File: config.mk
export PLATFORM = sky130hd
export DESIGN_NAME = seg_capture
export DESIGN_NICKNAME = d
export VERILOG_FILES = /design/src/rtl/seg_capture.sv
export SDC_FILE = /design/constraint.sdc
export NUM_CORES = 1
export LEC_CHECK = 0
export CORE_UTILIZATION = 25
export DETAILED_ROUTE_END_ITERATION = 6
export GPL_TIMING_DRIVEN = 0
export PLACE_DENSITY = 0.42
export SYNTH_ARGS = -nofsm -noshare
export SYNTH_HDL_FRONTEND = slang
export SYNTH_SLANG_ARGS = --single-unit
File: constraint.sdc
create_clock -name clk_50MHZ -period 3 [get_ports clk_50MHZ]
set_input_delay 0.6 -clock clk_50MHZ [delete_from_list [all_inputs] [get_ports clk_50MHZ]]
set_output_delay 0.6 -clock clk_50MHZ [all_outputs]
set_load 0.05 [all_outputs]
File: src/rtl/seg_capture.sv
// rtl/seg_capture.sv - capture and decode of a scanned 4-digit 7-segment bus; SEG_CAPTURE_DP_EN adds decimal points
module seg_capture #(
  parameter int STABLE_CYCLES  = 1024,
  parameter int TIMEOUT_CYCLES = 1048576
) (
  input  logic       clk_50MHZ,
  input  logic       rst_n,
  input  logic [6:0] duan_in,
  input  logic [3:0] wei_in,
`ifdef SEG_CAPTURE_DP_EN
  input  logic       dp_in,
  output logic [3:0] dp_out,
`endif
  output logic [3:0] out_1,
  output logic [3:0] out_2,
  output logic [3:0] out_3,
  output logic [3:0] out_4,
  output logic [3:0] digit_valid,
  output logic       frame_done,
  output logic       err_code,
  output logic [7:0] err_cnt,
  output logic       stale
);

`ifdef SEG_CAPTURE_DP_EN
  localparam int SW = 12;
  logic [SW-1:0] raw;
  assign raw = {dp_in, wei_in, duan_in};
`else
  localparam int SW = 11;
  logic [SW-1:0] raw;
  assign raw = {wei_in, duan_in};
`endif

  localparam logic [15:0] STABLE_M1  = 16'(STABLE_CYCLES - 1);
  localparam logic [15:0] STABLE_MAX = 16'(STABLE_CYCLES);
  localparam logic [23:0] TIMEOUT_M1 = 24'(TIMEOUT_CYCLES - 1);

  logic [SW-1:0] s1, s2, s_prev;
  logic [15:0]   cnt;
  logic          armed;
  logic          accept, slot_hit, legal;
  logic [1:0]    slot_idx;
  logic [3:0]    val;

  logic          acc_q, acc_legal;
  logic [1:0]    acc_slot;
  logic [3:0]    acc_val;
  logic [3:0]    seen_mask, seen_set;
  logic [23:0]   tcnt;
`ifdef SEG_CAPTURE_DP_EN
  logic          acc_dp;
`endif

  // Decode from s_prev: it still holds the stable value even if S moved this cycle.
  always_comb begin
    slot_hit = 1'b1;
    slot_idx = 2'd0;
    case (s_prev[10:7])
      4'b1110: slot_idx = 2'd0;
      4'b1101: slot_idx = 2'd1;
      4'b1011: slot_idx = 2'd2;
      4'b0111: slot_idx = 2'd3;
      default: slot_hit = 1'b0;
    endcase
    legal = 1'b1;
    val   = 4'd0;
    case (s_prev[6:0])
      7'b0000001: val = 4'd0;
      7'b1001111: val = 4'd1;
      7'b0010010: val = 4'd2;
      7'b0000110: val = 4'd3;
      7'b1001100: val = 4'd4;
      7'b0100100: val = 4'd5;
      7'b0100000: val = 4'd6;
      7'b0001111: val = 4'd7;
      7'b0000000: val = 4'd8;
      7'b0000100: val = 4'd9;
      default:    legal = 1'b0;
    endcase
    accept   = armed && (cnt == STABLE_M1) && slot_hit;
    seen_set = seen_mask | (4'b0001 << acc_slot);
  end

  always_ff @(posedge clk_50MHZ or negedge rst_n) begin
    if (!rst_n) begin
      s1        <= '0;
      s2        <= '0;
      s_prev    <= '0;
      cnt       <= '0;
      armed     <= 1'b0;
      acc_q     <= 1'b0;
      acc_legal <= 1'b0;
      acc_slot  <= 2'd0;
      acc_val   <= 4'd0;
`ifdef SEG_CAPTURE_DP_EN
      acc_dp    <= 1'b0;
`endif
    end else begin
      s1     <= raw;
      s2     <= s1;
      s_prev <= s2;
      if (s2 != s_prev) begin
        cnt   <= '0;
        armed <= 1'b1;
      end else begin
        if (cnt != STABLE_MAX) cnt <= cnt + 16'd1;
        if (accept) armed <= 1'b0;
      end
      acc_q     <= accept;
      acc_legal <= legal;
      acc_slot  <= slot_idx;
      acc_val   <= val;
`ifdef SEG_CAPTURE_DP_EN
      acc_dp    <= ~s_prev[11];
`endif
    end
  end

  // An accept always takes priority over a coincident timeout.
  always_ff @(posedge clk_50MHZ or negedge rst_n) begin
    if (!rst_n) begin
      out_1       <= 4'd0;
      out_2       <= 4'd0;
      out_3       <= 4'd0;
      out_4       <= 4'd0;
      digit_valid <= 4'd0;
      frame_done  <= 1'b0;
      err_code    <= 1'b0;
      err_cnt     <= 8'd0;
      stale       <= 1'b0;
      seen_mask   <= 4'd0;
      tcnt        <= 24'd0;
`ifdef SEG_CAPTURE_DP_EN
      dp_out      <= 4'd0;
`endif
    end else begin
      frame_done <= 1'b0;
      err_code   <= 1'b0;
      if (acc_q) begin
        tcnt <= 24'd0;
        if (acc_legal) begin
          case (acc_slot)
            2'd0: out_1 <= acc_val;
            2'd1: out_2 <= acc_val;
            2'd2: out_3 <= acc_val;
            default: out_4 <= acc_val;
          endcase
          digit_valid[acc_slot] <= 1'b1;
          stale <= 1'b0;
`ifdef SEG_CAPTURE_DP_EN
          dp_out[acc_slot] <= acc_dp;
`endif
          if (seen_set == 4'b1111) begin
            frame_done <= 1'b1;
            seen_mask  <= 4'd0;
          end else begin
            seen_mask <= seen_set;
          end
        end else begin
          err_code <= 1'b1;
          if (err_cnt != 8'hFF) err_cnt <= err_cnt + 8'd1;
        end
      end else if (tcnt == TIMEOUT_M1) begin
        stale       <= 1'b1;
        digit_valid <= 4'd0;
        seen_mask   <= 4'd0;
      end else begin
        tcnt <= tcnt + 24'd1;
      end
    end
  end

endmodule

==> run metrics, run 1 <==
CP max stage cell clkdlybuf4s50_1; setup TNS 0 ns; initial antenna violation count 0; synth cell count leaders dfrtp_1, nor2_1, a21oi_1, mux2_2, xor2_1; CTS H-tree lvls 4; Worst Path Max Fanout 6; Post-Syn Area per Cell 11.27 um2; endpoints failing hold 0; count of cell types in the netlist 50; Slew HR 41.09%; clk root buf clkbuf_16; initial drt markers 133; total congestion overflow 0; Buffers & Inverters on Critical Path 1; Vias 3645; clock-pin slew reported for the worst setup and hold paths after clock tree synthesis 0.06 ns; Clk pwr share 52.5%; Clock Path Buffers 2; setup ws final 0.7149 ns; final setup vio count 0; post-place setup slack 0.8396 ns; Post-CTS Setup Inserts 0; sequential fraction of the synthesis area 56.59%; WP depth 1; WL per Instance 13.68 um; syn_nets 476; P_sw 0.8346 mW; Slew @ Worst Pin 0.8769 ns; worst path cell trace clkdlybuf4s50_1; Met3 Routed Length 444 um; status finished, final reports clean; Die X 145.9 um; MaxCap Viol Count 0; Synth async-reset ratio 100.0%; crit-path max cell delay 0.83 ns; Synth-to-Final Area Change 26.12%; Die Y 145.9 um; synthesized flop and latch total 117; Critical Path Start Type flip-flop; Fillers 2021; first-pass iteration count of the detailed router 5; Syn. warnings 0; CP Class reg2out; Main synth FF type dfrtp_1; drt drc 0; clk_lat worst skew 0.41 ns; core area 20230 um2; metal2 WL 5197 um; CTS sink cnt 117; Inserted Clock Buffers 17; WP data required 2.40 ns; CP endpoint kind output pin; most common cell in the synthesized netlist dfrtp_1; vias per inst 4.534; cell accounting for the most synthesized area dfrtp_1; top sig layer met4; ANT nets after route 0; layout cell share with drive strength beyond 1 14.23%; Net Sw Frac 23.05%; final core occ 32.25%; mapped cell area 5174 um2; CTS tree yes; synth top area cells dfrtp_1, mux2_2, xor2_1; Detail Placement HPWL 7331 um; die area 21270 um2; Worst Hold Class in2async; number of enable flip-flop cells after synthesis 0; Final Max Tran Viols 0; reg2reg end tcnt[9]; # hold bufs at CTS 0; standby leakage power 2.767 nW; post-synth top area share 56.59%; Final nets 539; PwrDens 554.9 nW/um2; Initial Util 25.57%; crit share post-route 76.17%; routability cong. 0.7627; Cells after Synth 459; ant diodes 0; post-cts sizing count 0; FF-to-FF path depth 8; reg2reg setup slack 0.82 ns; largest delay contributor family on the critical path buffers and inverters; Int Pwr 2.786 mW; critical path arrival 1.69 ns; Worst Clk Skew 0.009222 ns; Max IR drop VDD 0.3755 mV; first-pass GRT wire length 18810 um; worst reg2reg path startpoint tcnt[0]; Reg power frac 44.9%; Port Buffer Count 43; Row Count 52; final WL 11000 um; vias in the first global route 3644; unrepaired setup endpoints after global routing no; Comb power frac 2.6%; M1 WL 5252 um; Final min period 2.285 ns; Peak Freq 437.6 MHz; GR Util All Layers 11.25%; Ports 44; largest net degree at the start of global routing 97
kinds of logic (layout without fill, tap and decap cells):
family | after synthesis | count (layout) | synth area share (%)
and+or+nand+nor | 163 | 163 | 17.49
DFF | 117 | 117 | 56.59
AOI/OAI and AO/OA | 70 | 70 | 8.972
buffers and inverters | 41 | 116 | 3.724
xor gates and xnor gates | 34 | 34 | 5.756
muxes | 30 | 30 | 6.505
adders and majority gates | 4 | 4 | 0.9674
flip-flops by register name, indices dropped and copies added (netlist names):
name,cells
frame_done,1
acc_q,1
err_cnt,8
tcnt,24
cnt,16
s2,11
out_1,4
s1,11
out_3,4
seen_mask,4
acc_legal,1
acc_val,4
err_code,1
stale,1
out_2,4
digit_valid,4
s_prev,11
out_4,4
acc_slot,2
armed,1
per-stage QoR:
stage | hold WS [ns] | instances | cell area [um2] | power, mW
after global placement | 0.3314 | 772 | 5942 | 1.745
after detailed placement | 0.3347 | 773 | 5971 | 1.752
after floorplan | 0.3044 | 459 | 5174 | 1.684
final | 0.03350 | 804 | 6525 | 3.621
after global routing | 0.02059 | 804 | 6525 | 3.787
after CTS | 0.01663 | 804 | 6525 | 3.698
final cells by class:
cell class	instances	area [um2]	area share (%)
inverter	18	67.56	1.035
tap	270	337.8	5.177
buffer	23	125.1	1.918
multi-input combinational	301	2053	31.47
clock inverter	13	125.1	1.918
timing repair buffer	44	459.2	7.037
clock buffer	18	429.2	6.577
sequential	117	2928	44.87
per-layer routing:
layer | track usage [%] | vias to the layer above
met5 | 0 | -
met4 | 4.158 | 0
met3 | 3.699 | 7
met2 | 17.54 | 55
met1 | 14.48 | 1800
li1 | - | 1783
worst max path at each step:
stage | start | endpoint
floorplan | err_cnt[0] | err_cnt[7]
global placement | rst_n | cnt[8]
detailed placement | tcnt[0] | tcnt[7]
CTS | err_cnt[3] | err_cnt[3]
global route | s_prev[0] | cnt[5]
finish | err_cnt[3] | err_cnt[3]
power by group through the flow:
stage / combinational [mW] / clock (mW) / sequential [mW]
final: 0.0945 / 1.90 / 1.62
after global routing: 0.110 / 2.05 / 1.63
after CTS: 0.0995 / 1.97 / 1.62
after detailed placement: 0.0992 / 0 / 1.65
after global placement: 0.0926 / 0 / 1.65
after floorplan: 0.0377 / 0 / 1.65
layout by cell type (no fill, tap or decap), drive strengths merged, types with 2 or more instances in the layout:
master	instances
a2111o	3
a2111oi	2
a211oi	3
a21oi	30
a31oi	2
and2	2
and3	7
and4	10
buf	11
clkbuf	32
clkdlybuf4s50	42
clkinv	6
clkinvlp	2
dfrtp	117
ha	4
inv	22
mux2	29
nand2	21
nand2b	6
nand3	19
nand4	22
nor2	34
nor2b	12
nor3	10
nor4	7
o21ai	9
o311ai	2
o32ai	7
o41ai	4
or2	2
or3	6
or4	2
xnor2	7
xor2	27
Power figures use the tool's default switching activity.
==> inputs of run 2 (changes only) <==
--- a/config.mk
+++ b/config.mk
@@ -8,7 +8,7 @@
 export CORE_UTILIZATION = 25
 export DETAILED_ROUTE_END_ITERATION = 6
 export GPL_TIMING_DRIVEN = 0
-export PLACE_DENSITY = 0.42
+export PLACE_DENSITY = 0.43
 export SYNTH_ARGS = -nofsm -noshare
 export SYNTH_HDL_FRONTEND = slang
 export SYNTH_SLANG_ARGS = --single-unit
==> constraint.sdc (replaced) <==
create_clock -name clk_50MHZ -period 2.1 [get_ports clk_50MHZ]
set_input_delay 0.42 -clock clk_50MHZ [delete_from_list [all_inputs] [get_ports clk_50MHZ]]
set_output_delay 0.42 -clock clk_50MHZ [all_outputs]
set_load 0.05 [all_outputs]
==> run 2 against run 1 <==
Compared with the run above: first-iteration DRC count grew 33%; sequential share of layout area is 0.23 points lower; total power up 42%; sequential power rose by 43%; core utilization increased by 0.17 points; global-route usage shrank 0.10 points; combinational power up 44%; count of clock-buffer cells in the layout stayed put; flip-flop and latch count unchanged.
==> run metrics, run 2 (synthesized netlist as in run 1, its figures left out) <==
status finished, final reports clean; PwrDens 783.1 nW/um2; Ports 44; crit-path max cell delay 0.82 ns; Die X 145.9 um; vias in the first global route 3672; Max IR drop VDD 0.5331 mV; Clock Path Buffers 2; Final Max Tran Viols 0; worst path cell trace clkdlybuf4s50_1; layout cell share with drive strength beyond 1 15.86%; clock-pin slew reported for the worst setup and hold paths after clock tree synthesis 0.06 ns; CTS H-tree lvls 4; unrepaired setup endpoints after global routing no; Detail Placement HPWL 7338 um; WL per Instance 13.60 um; commonest non-fill, non-tap cell in the layout dfrtp_1; Buffers & Inverters on Critical Path 1; final setup vio count 0; clk root buf clkbuf_16; most frequent cells in the layout dfrtp_1, nor2_1, clkdlybuf4s50_1; WP data required 1.68 ns; GR Util All Layers 11.14%; Final min period 2.035 ns; CP endpoint kind output pin; final core occ 32.41%; Reg with most FFs tcnt; MaxCap Viol Count 0; CP Class reg2out; Post-Place Cell Area 5971 um2; largest delay contributor family on the critical path buffers and inverters; routability cong. 0.7454; Inserted Clock Buffers 17; Worst Clk Skew 0.008158 ns; clk_lat worst skew 0.42 ns; multi-input logic area 2078 um2; critical path arrival 1.62 ns; standby leakage power 2.833 nW; Synth-to-Final Area Change 26.77%; drt drc 0; Vias 3672; vias per inst 4.556; Slew HR 40.07%; Peak Freq 491.4 MHz; initial antenna violation count 0; Slew @ Worst Pin 0.8921 ns; Row Count 52; Critical Path Start Type flip-flop; setup ws final 0.06481 ns; die area 21270 um2; register area 2928 um2; Largest register FFs 24; endpoints failing hold 0; Worst Hold Class reg2reg; largest registers tcnt x24, cnt x16; setup TNS 0 ns; Worst Path Max Fanout 4; ANT nets after route 0; Die Y 145.9 um; final WL 10960 um; CP max stage cell clkdlybuf4s50_1; first-pass GRT wire length 18640 um; core area 20230 um2; first-pass iteration count of the detailed router 4; post-place setup slack -0.07065 ns; initial drt markers 177; CTS sink cnt 117; Fillers 2012; Final nets 540; ant diodes 0; largest net degree at the start of global routing 67; total congestion overflow 0; Initial Util 25.57%; Port Buffer Count 43; crit share post-route 96.91%; cell area after layout 6559 um2; CTS tree yes
-- run 2: cell types whose count changed in the layout (fill, tap and decap cells not counted), sizes merged --
cell	previous run	this run
clkdlybuf4s50	42	34
clkinv	6	2
bufinv	1	0
dlygate4sd2	0	6
buf	11	13
clkbuf	32	30
dlygate4sd3	0	1
inv	22	26
dlymetal6s2s	0	2
clkinvlp	2	4
-- run 2: layout make-up --
class / instances / share of cell area (%)
clock buffer: 18 / 6.543
clock inverter: 14 / 1.812
sequential: 117 / 44.64
buffer: 21 / 1.793
timing repair buffer: 47 / 7.345
multi-input combinational: 301 / 31.69
inverter: 18 / 1.030
tap: 270 / 5.151
-- run 2: layer usage --
metal,wire (um),share of wire (%),GRT usage (%)
met5,0,0,0
met1,5012,46,13.96
met2,5433,50,18.11
met4,138,1.3,3.947
met3,378,3.4,3.417
-- run 2: power breakdown --
part,total (mW),internal [mW],switching (mW)
registers,2.32,2.29,0.0287
logic,0.136,0.0551,0.0807
clock network,2.68,1.54,1.14
total,5.14,3.89,1.25
-- run 2: worst paths after layout --
| check | start | endpoint | slack (ns) | depth (start not counted) |
|---|---|---|---|---|
| setup reg to reg | tcnt[0] | tcnt[9] | 0.07 | 7 |
| max in group asynchronous | rst_n | cnt[6] | 0.87 | 3 |
| setup / recovery | err_cnt[1] | err_cnt[1] | 0.06 | 1 |
| min in group asynchronous | rst_n | seen_mask[2] | 0.54 | 2 |
| hold / removal | s1[8] | s2[8] | 0.35 | 0 |
| hold reg to reg | s1[8] | s2[8] | 0.35 | 0 |
-- run 2: repair_timing --
action / CTS / global route
endpoints found under the hold margin: 51 / 0
setup endpoints to repair: 25 / 27
hold buffers: 1 / 0
setup buffers: 0 / 2
pin swaps: 0 / 2
resized for setup: 7 / 8
-- run 2: metrics by stage --
| stage | hold WS (ns) | total power [mW] | std cells |
|---|---|---|---|
| finish | 0.3465 | 5.136 | 806 |
| global route | 0.3539 | 5.370 | 806 |
| detailed placement | 0.3355 | 2.499 | 773 |
| global placement | 0.3324 | 2.491 | 772 |
| CTS | 0.3487 | 5.236 | 805 |
| floorplan | 0.1244 | 2.406 | 459 |
==> variant: new RTL, flow settings as in run 2 <==
Set the parameter `TIMEOUT_CYCLES` to 524288 (it was 1048576).
--- a/src/rtl/seg_capture.sv
+++ b/src/rtl/seg_capture.sv
@@ -1,7 +1,7 @@
 // rtl/seg_capture.sv - capture and decode of a scanned 4-digit 7-segment bus; SEG_CAPTURE_DP_EN adds decimal points
 module seg_capture #(
   parameter int STABLE_CYCLES  = 1024,
-  parameter int TIMEOUT_CYCLES = 1048576
+  parameter int TIMEOUT_CYCLES = 524288
 ) (
   input  logic       clk_50MHZ,
   input  logic       rst_n,
Function: same outputs for any inputs over 10 cycles, from zero or initial values and one cycle with rst_n low; that may be too few to reach the edited logic, so the function may still have changed.
==> variant against run 2 <==
- synthesized cell count grew 1.1%
- die area is 0.24% higher
- sequential cell count unchanged
- wire length grew 1.3%
- synthesized area up 0.24%
- worst setup slack gained 0.014 ns
- largest cell class unchanged
- final area is 0.59% higher
- power increased by 2.0%
- clock skew down 0.0031 ns
==> variant: results (changes against run 2) <==
status=finished, final reports clean; synth cell count leaders=dfrtp_1 (117), nor2_1 (40), a21oi_1 (29); total track usage=11.3% (+0.14 points); post-place setup slack=-0.0156 ns (+0.0550 ns); worst vdd ir=481 uV (-9.8%); Max Fclk=495 MHz (+0.70%); relative slew slack=37.1% (-3.0 points); first-pass GRT wire length=18.8 mm (+0.89%); async set or reset register ratio after synthesis=100% (unchanged); largest net degree at the start of global routing=72 (+7.5%); Netlist cell types=56 (+12%); Via density=4.56 (about the same); Final nets=545 (+0.93%); crit path max fanout=2 (-2); initial antenna violation count=0 (unchanged); CP startpoint=out_1[3]; DR WL/cell=13.7 um (+0.79%); detailed router's first-iteration violation count=218 (+23%); HPWL after DPL=7.37 mm (+0.44%); share of cells above drive strength 1=12.8% (-3.1 points); clock root cell=clkbuf_16; Leak=2.87 nW (+1.3%); register area share after synthesis=56.5% (-0.14 points); FF-to-FF setup slack=0.09 ns (+0.02 ns); Mapped Nets=481 (+1.1%); CP Capture Point=out_1[3]; Setup Skew=0.00509 ns (-0.00307 ns); gpl congestion=0.795 (+6.6%); Synth area leaders=dfrtp_1 (56%), xor2_1 (3.7%), mux2_2 (3.7%); number of fill cells in the layout=2063 (+2.5%); via count of the first global-routing pass=3685 (+0.35%)
variant: changes by cell type after synthesis, moves of 5 or more:
cell,before,now
mux2_2,29,17
xor2_1,27,22
xnor2_1,7,13
nor2_1,34,40
mux2_1,0,11
variant: how the worst min path moves through the flow:
stage                      from         to  cells after the start
after floorplan           rst_n  acc_legal                      0
after global placement    s1[1]      s2[1]                      0
after detailed placement  s1[0]      s2[0]                      0
after CTS                 s1[4]      s2[4]                      0
after global routing      s1[6]      s2[6]                      0
final                     s1[0]      s2[0]                      0
variant: per-stage QoR:
step	power (W)	setup TNS, ns	instance area (um2)	cells	hold slack [ns]
final	0.00524	0	6600	810	0.348
after CTS	0.00535	0	6560	810	0.351
after floorplan	0.00240	0	5190	464	0.124
after global routing	0.00547	0	6600	810	0.357
after detailed placement	0.00250	-0.0156	5980	778	0.336
after global placement	0.00249	-480.40	5950	777	0.332
variant: per-layer routing:
| layer | wire length, um | vias up | global-route usage (%) | part of all wire [%] |
|---|---|---|---|---|
| met5 | 0 | - | 0 | 0 |
| met4 | 149 | 0 | 4.38 | 1.3 |
| met3 | 488 | 13 | 3.94 | 4.4 |
| met2 | 5320 | 56 | 18.0 | 48 |
| met1 | 5140 | 1822 | 14.0 | 46 |
| li1 | - | 1799 | - | - |
variant: cell type report:
cell class | count | share of cell area, %
clock buffer | 17 | 6.45
clock inverter | 14 | 2.14
multi-input combinational | 311 | 32.2
timing repair buffer | 46 | 7.34
sequential | 117 | 44.4
inverter | 18 | 1.02
buffer | 17 | 1.37
tap | 270 | 5.12
variant: power breakdown:
group	switching (W)	total [W]	internal, W
clock	0.00113	0.00279	0.00165
combinational	0.0000827	0.000136	0.0000537
sequential	0.0000256	0.00232	0.00229
variant: kinds of logic (layout without fill, tap and decap cells):
kind of cell               after synthesis  in the layout  share of synthesized area [%]
and+or+nand+nor                        177            177                           19.1
DFF                                    117            117                           56.5
AOI/OAI and AO/OA                       67             67                           8.44
buffers and inverters                   36            112                           3.09
xor gates and xnor gates                35             35                           5.91
muxes                                   28             28                           6.08
adders and majority gates                4              4                          0.965
variant: timing repair:
item,CTS,global route
gates cloned,0,0
setup endpoints to repair,5,29
setup buffers,0,1
hold buffers,1,0
hold endpoints to repair,46,0
pin swaps,0,1
gates resized for setup,5,11
